===== src/rtl/host_link_pkg.sv =====
// Shared definitions for the host link: word field layout and elaboration-time helpers.
package host_link_pkg;

  localparam int DEFAULT_DATA_WIDTH = 64;
  localparam int DEFAULT_CH_W       = 4;

  // A PCIe word is {chan, payload}; the channel field sits directly above the payload.
  localparam int CHAN_LSB = DEFAULT_DATA_WIDTH;

  typedef logic [DEFAULT_CH_W-1:0] chan_t;

  function automatic int chan_lsb(input int data_width);
    return data_width;
  endfunction

  function automatic int clog2(input int value);
    int result;
    result = 0;
    for (int i = 0; i < 31; i++) begin
      if ((1 << i) < value) begin
        result = i + 1;
      end
    end
    return result;
  endfunction

endpackage


===== src/rtl/host_link_fifo.sv =====
// Per-channel inbound FIFO; full is judged before the same-cycle read, so a write into a full FIFO is refused.
module host_link_fifo
  import host_link_pkg::*;
#(
  parameter int DATA_WIDTH = 64,
  parameter int DEPTH      = 8
) (
  input  logic                  clock,
  input  logic                  reset,
  input  logic                  wr_en,
  input  logic [DATA_WIDTH-1:0] wr_data,
  output logic                  full,
  output logic                  rd_valid,
  output logic [DATA_WIDTH-1:0] rd_data,
  input  logic                  rd_ready
);

  localparam int ADDR_W = clog2(DEPTH);
  localparam int CNT_W  = ADDR_W + 1;

  logic [DATA_WIDTH-1:0] mem [DEPTH];
  logic [ADDR_W-1:0]     wr_ptr;
  logic [ADDR_W-1:0]     rd_ptr;
  logic [CNT_W-1:0]      count;
  logic                  do_wr;
  logic                  do_rd;

  assign full     = (count == CNT_W'(DEPTH));
  assign rd_valid = (count != '0);
  assign rd_data  = mem[rd_ptr];
  assign do_wr    = wr_en && !full;
  assign do_rd    = rd_valid && rd_ready;

  // Pointers are power-of-two wide, so plain increment wraps modulo DEPTH.
  always_ff @(posedge clock) begin
    if (reset) begin
      wr_ptr <= '0;
      rd_ptr <= '0;
      count  <= '0;
    end else begin
      if (do_wr) begin
        mem[wr_ptr] <= wr_data;
        wr_ptr      <= wr_ptr + ADDR_W'(1);
      end
      if (do_rd) begin
        rd_ptr <= rd_ptr + ADDR_W'(1);
      end
      if (do_wr && !do_rd) begin
        count <= count + CNT_W'(1);
      end else if (do_rd && !do_wr) begin
        count <= count - CNT_W'(1);
      end
    end
  end

endmodule


===== src/rtl/host_link_mux.sv =====
// Host link multiplexer: demuxes one PCIe word stream into per-channel FIFOs and
// round-robin merges per-channel outbound streams back onto one PCIe word stream.
module host_link_mux
  import host_link_pkg::*;
#(
  parameter int NUM_CHANNELS = 4,
  parameter int DATA_WIDTH   = 64,
  parameter int CH_W         = 4,
  parameter int DEPTH        = 8,
  localparam int PCIE_WIDTH  = CH_W + DATA_WIDTH
) (
  input  logic                               clock,
  input  logic                               reset,
  input  logic [PCIE_WIDTH-1:0]              pcie_in_bits,
  input  logic                               pcie_in_valid,
  output logic                               pcie_in_ready,
  output logic [PCIE_WIDTH-1:0]              pcie_out_bits,
  output logic                               pcie_out_valid,
  input  logic                               pcie_out_ready,
  output logic [NUM_CHANNELS*DATA_WIDTH-1:0] rx_bits,
  output logic [NUM_CHANNELS-1:0]            rx_valid,
  input  logic [NUM_CHANNELS-1:0]            rx_ready,
  input  logic [NUM_CHANNELS*DATA_WIDTH-1:0] tx_bits,
  input  logic [NUM_CHANNELS-1:0]            tx_valid,
  output logic [NUM_CHANNELS-1:0]            tx_ready,
  output logic                               err_bad_chan
);

  localparam int                CHAN_OFS   = chan_lsb(DATA_WIDTH);
  localparam int                PTR_W      = clog2(NUM_CHANNELS);
  localparam int                IDX_W      = PTR_W + 1;
  localparam logic [PTR_W-1:0]  LAST_PTR   = PTR_W'(NUM_CHANNELS - 1);
  localparam logic [IDX_W-1:0]  NUM_CH_IDX = IDX_W'(NUM_CHANNELS);
  localparam logic [CH_W:0]     NUM_CH_EXT = (CH_W + 1)'(NUM_CHANNELS);

  logic                    in_stg_valid;
  logic [CH_W-1:0]         in_stg_chan;
  logic [DATA_WIDTH-1:0]   in_stg_data;
  logic                    in_stg_legal;
  logic                    sel_full;
  logic                    in_drain;
  logic                    in_take;
  logic [NUM_CHANNELS-1:0] fifo_full;
  logic [NUM_CHANNELS-1:0] fifo_wr;

  logic                    out_stg_valid;
  logic [CH_W-1:0]         out_stg_chan;
  logic [DATA_WIDTH-1:0]   out_stg_data;
  logic                    can_load;
  logic                    grant_found;
  logic [PTR_W-1:0]        grant_idx;
  logic [PTR_W-1:0]        rr_ptr;
  logic [IDX_W-1:0]        cand;
  logic [DATA_WIDTH-1:0]   grant_data;

  // The extra top bit keeps the comparison correct when NUM_CHANNELS == 2**CH_W.
  assign in_stg_legal = ({1'b0, in_stg_chan} < NUM_CH_EXT);

  always_comb begin
    sel_full = 1'b0;
    fifo_wr  = '0;
    for (int k = 0; k < NUM_CHANNELS; k++) begin
      if (in_stg_chan == CH_W'(k)) begin
        sel_full   = fifo_full[k];
        fifo_wr[k] = in_stg_valid;
      end
    end
  end

  // Ready looks only at the staged word, never at the incoming one.
  assign in_drain      = in_stg_valid && (!in_stg_legal || !sel_full);
  assign pcie_in_ready = !reset && (!in_stg_valid || in_drain);
  assign in_take       = pcie_in_valid && pcie_in_ready;

  always_ff @(posedge clock) begin
    if (reset) begin
      in_stg_valid <= 1'b0;
      in_stg_chan  <= '0;
      in_stg_data  <= '0;
      err_bad_chan <= 1'b0;
    end else begin
      if (in_take) begin
        in_stg_valid <= 1'b1;
        in_stg_chan  <= pcie_in_bits[CHAN_OFS +: CH_W];
        in_stg_data  <= pcie_in_bits[DATA_WIDTH-1:0];
      end else if (in_drain) begin
        in_stg_valid <= 1'b0;
      end
      if (in_drain && !in_stg_legal) begin
        err_bad_chan <= 1'b1;
      end
    end
  end

  genvar g;
  generate
    for (g = 0; g < NUM_CHANNELS; g++) begin : g_fifo
      host_link_fifo #(
        .DATA_WIDTH(DATA_WIDTH),
        .DEPTH     (DEPTH)
      ) u_fifo (
        .clock   (clock),
        .reset   (reset),
        .wr_en   (fifo_wr[g]),
        .wr_data (in_stg_data),
        .full    (fifo_full[g]),
        .rd_valid(rx_valid[g]),
        .rd_data (rx_bits[g*DATA_WIDTH +: DATA_WIDTH]),
        .rd_ready(rx_ready[g])
      );
    end
  endgenerate

  assign can_load = !out_stg_valid || pcie_out_ready;

  // Search upward from rr_ptr with wrap; the first requester wins.
  always_comb begin
    grant_found = 1'b0;
    grant_idx   = '0;
    cand        = '0;
    for (int i = 0; i < NUM_CHANNELS; i++) begin
      cand = {1'b0, rr_ptr} + IDX_W'(i);
      if (cand >= NUM_CH_IDX) begin
        cand = cand - NUM_CH_IDX;
      end
      if (!grant_found && tx_valid[cand[PTR_W-1:0]]) begin
        grant_found = 1'b1;
        grant_idx   = cand[PTR_W-1:0];
      end
    end
  end

  assign grant_data = tx_bits[grant_idx*DATA_WIDTH +: DATA_WIDTH];

  always_comb begin
    tx_ready = '0;
    if (!reset && can_load && grant_found) begin
      tx_ready[grant_idx] = 1'b1;
    end
  end

  always_ff @(posedge clock) begin
    if (reset) begin
      out_stg_valid <= 1'b0;
      out_stg_chan  <= '0;
      out_stg_data  <= '0;
      rr_ptr        <= '0;
    end else if (can_load) begin
      out_stg_valid <= grant_found;
      if (grant_found) begin
        out_stg_chan <= CH_W'(grant_idx);
        out_stg_data <= grant_data;
        rr_ptr       <= (grant_idx == LAST_PTR) ? '0 : grant_idx + PTR_W'(1);
      end
    end
  end

  assign pcie_out_valid = out_stg_valid;
  assign pcie_out_bits  = {out_stg_chan, out_stg_data};

endmodule


===== config.mk =====
export PLATFORM = sky130hd
export DESIGN_NAME = host_link_mux
export DESIGN_NICKNAME = d
export VERILOG_FILES = /design/src/rtl/host_link_pkg.sv /design/src/rtl/host_link_fifo.sv /design/src/rtl/host_link_mux.sv
export SDC_FILE = /design/constraint.sdc
export NUM_CORES = 2
export LEC_CHECK = 0
export CAP_MARGIN = 10
export CORE_MARGIN = 2
export CORE_UTILIZATION = 55
export DETAILED_ROUTE_END_ITERATION = 10
export PLACE_DENSITY_LB_ADDON = 0.05
export SLEW_MARGIN = 10
export SYNTH_ARGS = -nofsm -noshare
export SYNTH_HDL_FRONTEND = slang
export SYNTH_HIERARCHICAL = 1
export SYNTH_SLANG_ARGS = --single-unit

===== constraint.sdc =====
create_clock -name clock -period 11.31 [get_ports clock]
set_input_delay 1.6965 -clock clock [delete_from_list [all_inputs] [get_ports clock]]
set_output_delay 1.6965 -clock clock [all_outputs]
set_load 0.005 [all_outputs]

# == Yosys cells after proc, flatten, opt, wreduce, memory -nomap -nowiden ==
# Memory sizes are Yosys's and may differ from the RTL's. A register that Yosys moved wholly into a read port is not among the register bits.
# Cells that the tools add are included.
# Widths: inputs -> output; s select.
# op_classes
add_sub_neg,24
mul,0
n_div,0
order_cmp,11
eq_ne,8
shift,1
muxes,62
bitwise,0
reduce_logical,60
# ops
cell,count
$shiftx 256x9->64,1
$mux 4,9
$mux 1,31
$logic_and 1x1->1,26
$add 3x1->3 const B,8
$mux 3,8
$logic_not 1->1,20
$mux 2,9
$add 4x1->4 const B,4
$eq 4x4->1 const B,4
$reduce_bool 4->1,4
$sub 4x1->4 const B,4
$lt 2x3->1 const B,5
$reduce_bool 2->1,5
$ge 3x3->1 const B,3
$bmux 1 s2,4
$eq 4x2->1 const B,2
$sub 2x1->2 const B,4
$add 2x2->3 const B,2
$eq 4x1->1 const B,1
$logic_not 4->1,1
$lt 4x3->1 const B,1
$add 2x1->3 const B,1
$ge 2x3->1 const B,1
6 further kinds,8
# word_totals
ff_bits,179
latchBits,0
mem_bits_rw,2048
rom_bits,0
word_cells,190
n_memories,4
# mem_list
memory,words,word_bits,rd,rd_ports_with_merged_regs,write_ports,line_no,source
g_fifo[0].u_fifo.mem,8,64,1,1,1,host_link_fifo.sv:21,logic [DATA_WIDTH-1:0] mem [DEPTH];
g_fifo[1].u_fifo.mem,8,64,1,1,1,host_link_fifo.sv:21,
g_fifo[2].u_fifo.mem,8,64,1,1,1,host_link_fifo.sv:21,
g_fifo[3].u_fifo.mem,8,64,1,1,1,host_link_fifo.sv:21,

# == Logic depth before layout (Yosys ltp) ==
# depth
ltp_word,19
depth_mapped,12
depth_no_buf,12

# == Hierarchy ==
# The synthesis kept the hierarchy.
# by_module_without_submodules
mod,instances,cells_per_inst,area_per_inst_um2,seq_area_each_um2
host_link_fifo,4,814,19851.5,15635.0
host_link_mux,1,881,7330.8,2782.7

# == Worst setup path after synthesis ==
# OpenSTA, ideal clock, no wires.
# synth_path
kind,in2reg
from,in reset
to,"mem g_fifo[0].u_fifo.mem[0][0], enable pin"
setup_time_ns,0.666
arrival_ns,8.418
t_required_ns,10.644
setup_slack_ns,2.225
cell_stages,2
cell_sequence,nor2_1 > nor4b_1
# synth_between
elab_chain_cells,2
# synth_rtl
element,line_no,source
"start, declared",host_link_mux.sv:13,"input logic reset,"
$mux 1,host_link_fifo.sv:36,if (reset) begin
$mux 1 (not written as such),host_link_fifo.sv:42,mem[wr_ptr] <= wr_data;
"end, declared",host_link_fifo.sv:21,
# Every way passes these cells.

# == Final worst setup path ==
# layout_path
from,in tx_valid[3]
to,out tx_ready[1]
# layout_between
elab_chain_cells,17
elab_cells_between_ends,29
# layout_rtl
element,line_no,source
"start, declared",host_link_mux.sv:24,"input logic [NUM_CHANNELS-1:0] tx_valid,"
$bmux 1 s2,host_link_mux.sv:126,if (!grant_found && tx_valid[cand[PTR_W-1:0]]) begin
$mux 1 (not written as such),host_link_mux.sv:126,
$mux 1,host_link_mux.sv:126,
$logic_not 1->1,host_link_mux.sv:126,
$logic_and 1x1->1,host_link_mux.sv:126,
$mux 1,host_link_mux.sv:126,
$logic_not 1->1,host_link_mux.sv:126,
$logic_and 1x1->1,host_link_mux.sv:126,
[... 2 more ...],--,
$logic_and 1x1->1,host_link_mux.sv:126,
$mux 2 (*),host_link_mux.sv:126,
net grant_idx[0],host_link_mux.sv:51,logic [PTR_W-1:0] grant_idx;
$lt 2x3->1 (not written as such) or $ge 2x1->1 (tied branches),host_link_mux.sv:138,tx_ready[grant_idx] = 1'b1;
$logic_and 1x1->1 (not written as such),host_link_mux.sv:138,
$mux 1 (not written as such),host_link_mux.sv:138,
$demux 1 s2 (*),host_link_mux.sv:138,
$mux 4 (*),host_link_mux.sv:137,if (!reset && can_load && grant_found) begin
"end, declared",host_link_mux.sv:25,"output logic [NUM_CHANNELS-1:0] tx_ready,"
# Mark *: on every way through the listed nets, which the timed path passes. The rest lies on a longest branch. The select of a mux whose other input is x is not followed.

==> impl_metrics.env <==
export IMPL_status="completed"
export IMPL_cts_tree="done"
export IMPL_grt_pass1_vias=44100
export IMPL_tns_ps=0
export IMPL_synth_edf_count=2048
export IMPL_row_count=145
export IMPL_p_leak_nw=32.7
export IMPL_critPathMaxStageDelay_ps=850
export IMPL_p_comb_share_pct=16.5
export IMPL_first_pass_iters=6
export IMPL_gp_congestion=0.906
export IMPL_final_cell_mix="2048 x edfxtp_1, 667 x clkdlybuf4s50_1, 512 x mux4_2"
export IMPL_synth_area_per_cell_um2=21.0
export IMPL_drtIter0Drc=4200
export IMPL_drc=0
export IMPL_pre_cts_ws_ps=5210
export IMPL_final_cell_area_mm2=0.103
export IMPL_grtUsageTotal_pct=27.6
export IMPL_clock_sinks=2239
export IMPL_clockBufferDepth=3
export IMPL_h_tree_depth=4
export IMPL_wl_per_cell_um=31.1
export IMPL_power_share_clock_pct=35.8
export IMPL_ys_seq_elements=2239
export IMPL_coreArea_mm2=0.156
export IMPL_path_cells="clkdlybuf4s50_1, nand2b_1, and4_4, nor2_4, inv_1, ha_1, and2_1, clkdlybuf4s50_1"
export IMPL_cellPowerDensity_mw_per_mm2=194
export IMPL_syn_cell_area_mm2=0.0867
export IMPL_max_vdd_ir_drop_uv=157
export IMPL_antenna_found_initial=13
export IMPL_syn_inst=4137
export IMPL_power_w=0.0200
export IMPL_setup_viol=0
export IMPL_worst_setup_path_end_kind="primary output"
export IMPL_start_util_pct=55.5
export IMPL_seq_area_frac_synth_pct=75.3
export IMPL_dr_total_vias=43600
export IMPL_postPlaceCellArea_mm2=0.0956
export IMPL_die_h_um=401
export IMPL_clk_pin_slew_ps=60
export IMPL_cts_root_buf="clkbuf_16"
export IMPL_synth_top_cell_area_share_pct=70.9
export IMPL_grt_pass1_wl_um=318000
export IMPL_cts_resized=0
export IMPL_max_freq_ghz=0.163
export IMPL_grt_overflow=0
export IMPL_insertion_delay_ps=840
export IMPL_tightest_slew_ps=1240
export IMPL_critical_path_most_common_cell="clkdlybuf4s50_1"
export IMPL_place_detailed_hpwl_um=132000
export IMPL_drive_above_1_share_pct=24.9
export IMPL_grt_setup_unrepaired="no"
export IMPL_startpoint="tx_valid[3]"
export IMPL_io_buffers=668
export IMPL_yosysUniqueCellTypes=54
export IMPL_grt_max_degree=99
export IMPL_r2r_cells=8
export IMPL_hold_viol=0
export IMPL_critPathLaunchType="primary input"
export IMPL_p_sw_w=0.00481
export IMPL_final_common_cell="edfxtp_1"
export IMPL_fin_crit_ps=6120
export IMPL_synth_ff_type="edfxtp_1"
export IMPL_power_internal_w=0.0151
export IMPL_r2r_start="in_stg_chan[3]"
export IMPL_yosysTopAreaCell="edfxtp_1"
export IMPL_nets=5251
export IMPL_vias_per_cell=6.11
export IMPL_pwr_share_seq_pct=47.7
export IMPL_cp_required_ps=9610
export IMPL_wirelength_um=222000
export IMPL_yosysWarnings=6
export IMPL_hold_path_class="flip-flop to flip-flop"
export IMPL_slew_headroom_pct=17.0
export IMPL_area_growth_pct=18.4
export IMPL_switching_share_pct=24.1
export IMPL_ios=671
export IMPL_worst_path_max_delay_cell="and4_4"
export IMPL_cts_setup_buffers=0
export IMPL_hold_buffers=0
export IMPL_setup_slack_ps=5190
export IMPL_die_w_um=401
export IMPL_skew_ps=64.8
export IMPL_period_share_pct=54.1
export IMPL_endpoint="tx_ready[1]"
export IMPL_drt_antenna_violating_nets=0
export IMPL_maxCapViolations=0
export IMPL_dieArea_mm2=0.161
export IMPL_cts_made_buffers=219
export IMPL_cp_arrival_ps=4430
export IMPL_async_reset_ff_share_pct=0
export IMPL_r2r_end="g_fifo[0].u_fifo/mem[5][56]"
export IMPL_critPathKind="primary input to primary output"
export IMPL_r2r_slack_ps=7030
export IMPL_synthTopCellsByArea="edfxtp_1 71%, mux4_2 13%, dfxtp_1 4.4%"
export IMPL_drv_slew=0
export IMPL_path_max_fanout=66
## cell families (layout without fill, tap and decap cells)
group,count (synthesis),after routing,synth area share (%)
flip-flops,2239,2239,75.3
multiplexers,840,840,17.5
AND/OR/NAND/NOR,457,457,2.70
AO/OA/AOI/OAI,303,303,2.18
buffers and inverters,245,1187,1.67
adder cells (fa/ha/maj),28,28,0.439
XOR/XNOR,24,24,0.242
other,1,5,0.00432
## registers in the layout (all words and copies together), names as in the netlist, named ones only
name,flops
in_stg_valid,1
pcie_out_valid,1
g_fifo.u_fifo/mem,2048
err_bad_chan,1
out_stg_data,64
in_stg_chan,4
rr_ptr,2
g_fifo.u_fifo/rd_ptr,12
g_fifo.u_fifo/wr_ptr,12
out_stg_chan,2
in_stg_data,64
g_fifo.u_fifo/count,16
## metrics by stage
stage | util, % | cells | hold WS [ps]
floorplan | - | 4138 | 442
global placement | 61.1 | 6723 | 437
detailed placement | 61.1 | 6723 | 452
CTS | 65.7 | 7137 | 461
global route | 65.7 | 7141 | 491
finish | 65.7 | 7141 | 461
## critical path, delay by kind of cell
kind | cells | cell delay, ps
buffers and inverters | 3 | 1240
adder cells (fa/ha/maj) | 1 | 140
AND/OR/NAND/NOR | 4 | 1270
## worst min-delay path by stage
| stage | start | endpoint | slack (ps) | cells after the start |
|---|---|---|---|---|
| after global placement | err_bad_chan | err_bad_chan | 440 | 2 |
| after CTS | out_stg_chan[1] | out_stg_chan[1] | 460 | 2 |
| after floorplan | err_bad_chan | err_bad_chan | 440 | 2 |
| final | err_bad_chan | err_bad_chan | 460 | 2 |
| after detailed placement | out_stg_chan[1] | out_stg_chan[1] | 450 | 2 |
| after global routing | err_bad_chan | err_bad_chan | 490 | 2 |
## area by class of cell
type,instances,area [um^2]
antenna,3,7.51
clock buffer,289,5920
clock inverter,125,1210
fill,10500,53700
inverter,17,63.8
multi-input combinational,1654,20200
sequential,2239,65400
tap,2058,2570
timing repair buffer,756,7380
## power groups by stage
stage | combinational [W] | sequential [W] | clock [W]
after detailed placement | 0.00333 | 0.00970 | 0
after global routing | 0.00350 | 0.00956 | 0.00758
final | 0.00329 | 0.00952 | 0.00714
after CTS | 0.00335 | 0.00953 | 0.00727
after floorplan | 0.00216 | 0.00948 | 0
after global placement | 0.00332 | 0.00969 | 0
## per-layer routing
layer | GRT usage (%) | wire, um
met1 | 39.1 | 91300
met2 | 45.6 | 111000
met3 | 5.34 | 16700
met4 | 5.46 | 3250
met5 | 0 | 21
## synthesized netlist by cell type, types with 4 or more instances
master	number
edfxtp_1	2048
mux4_2	512
mux2_2	260
nand2_1	241
dfxtp_1	191
a21oi_1	92
clkbuf_1	87
nor2_1	73
mux2i_1	68
o21a_1	65
o21ai_1	64
o211ai_1	63
buf_6	55
buf_1	36
nor3b_1	33
nor3b_2	31
buf_2	29
ha_1	24
buf_4	21
inv_1	17
nand3_1	17
xor2_1	16
nor3_1	14
nor2b_1	8
xnor2_1	8
nand2b_1	6
a211oi_1	4
a31oi_1	4
and2_1	4
fa_1	4
nand3b_1	4
nor4_1	4
nor4b_1	4
or4_1	4
or4b_1	4
Note: power is estimated with default switching activity, not from simulation.
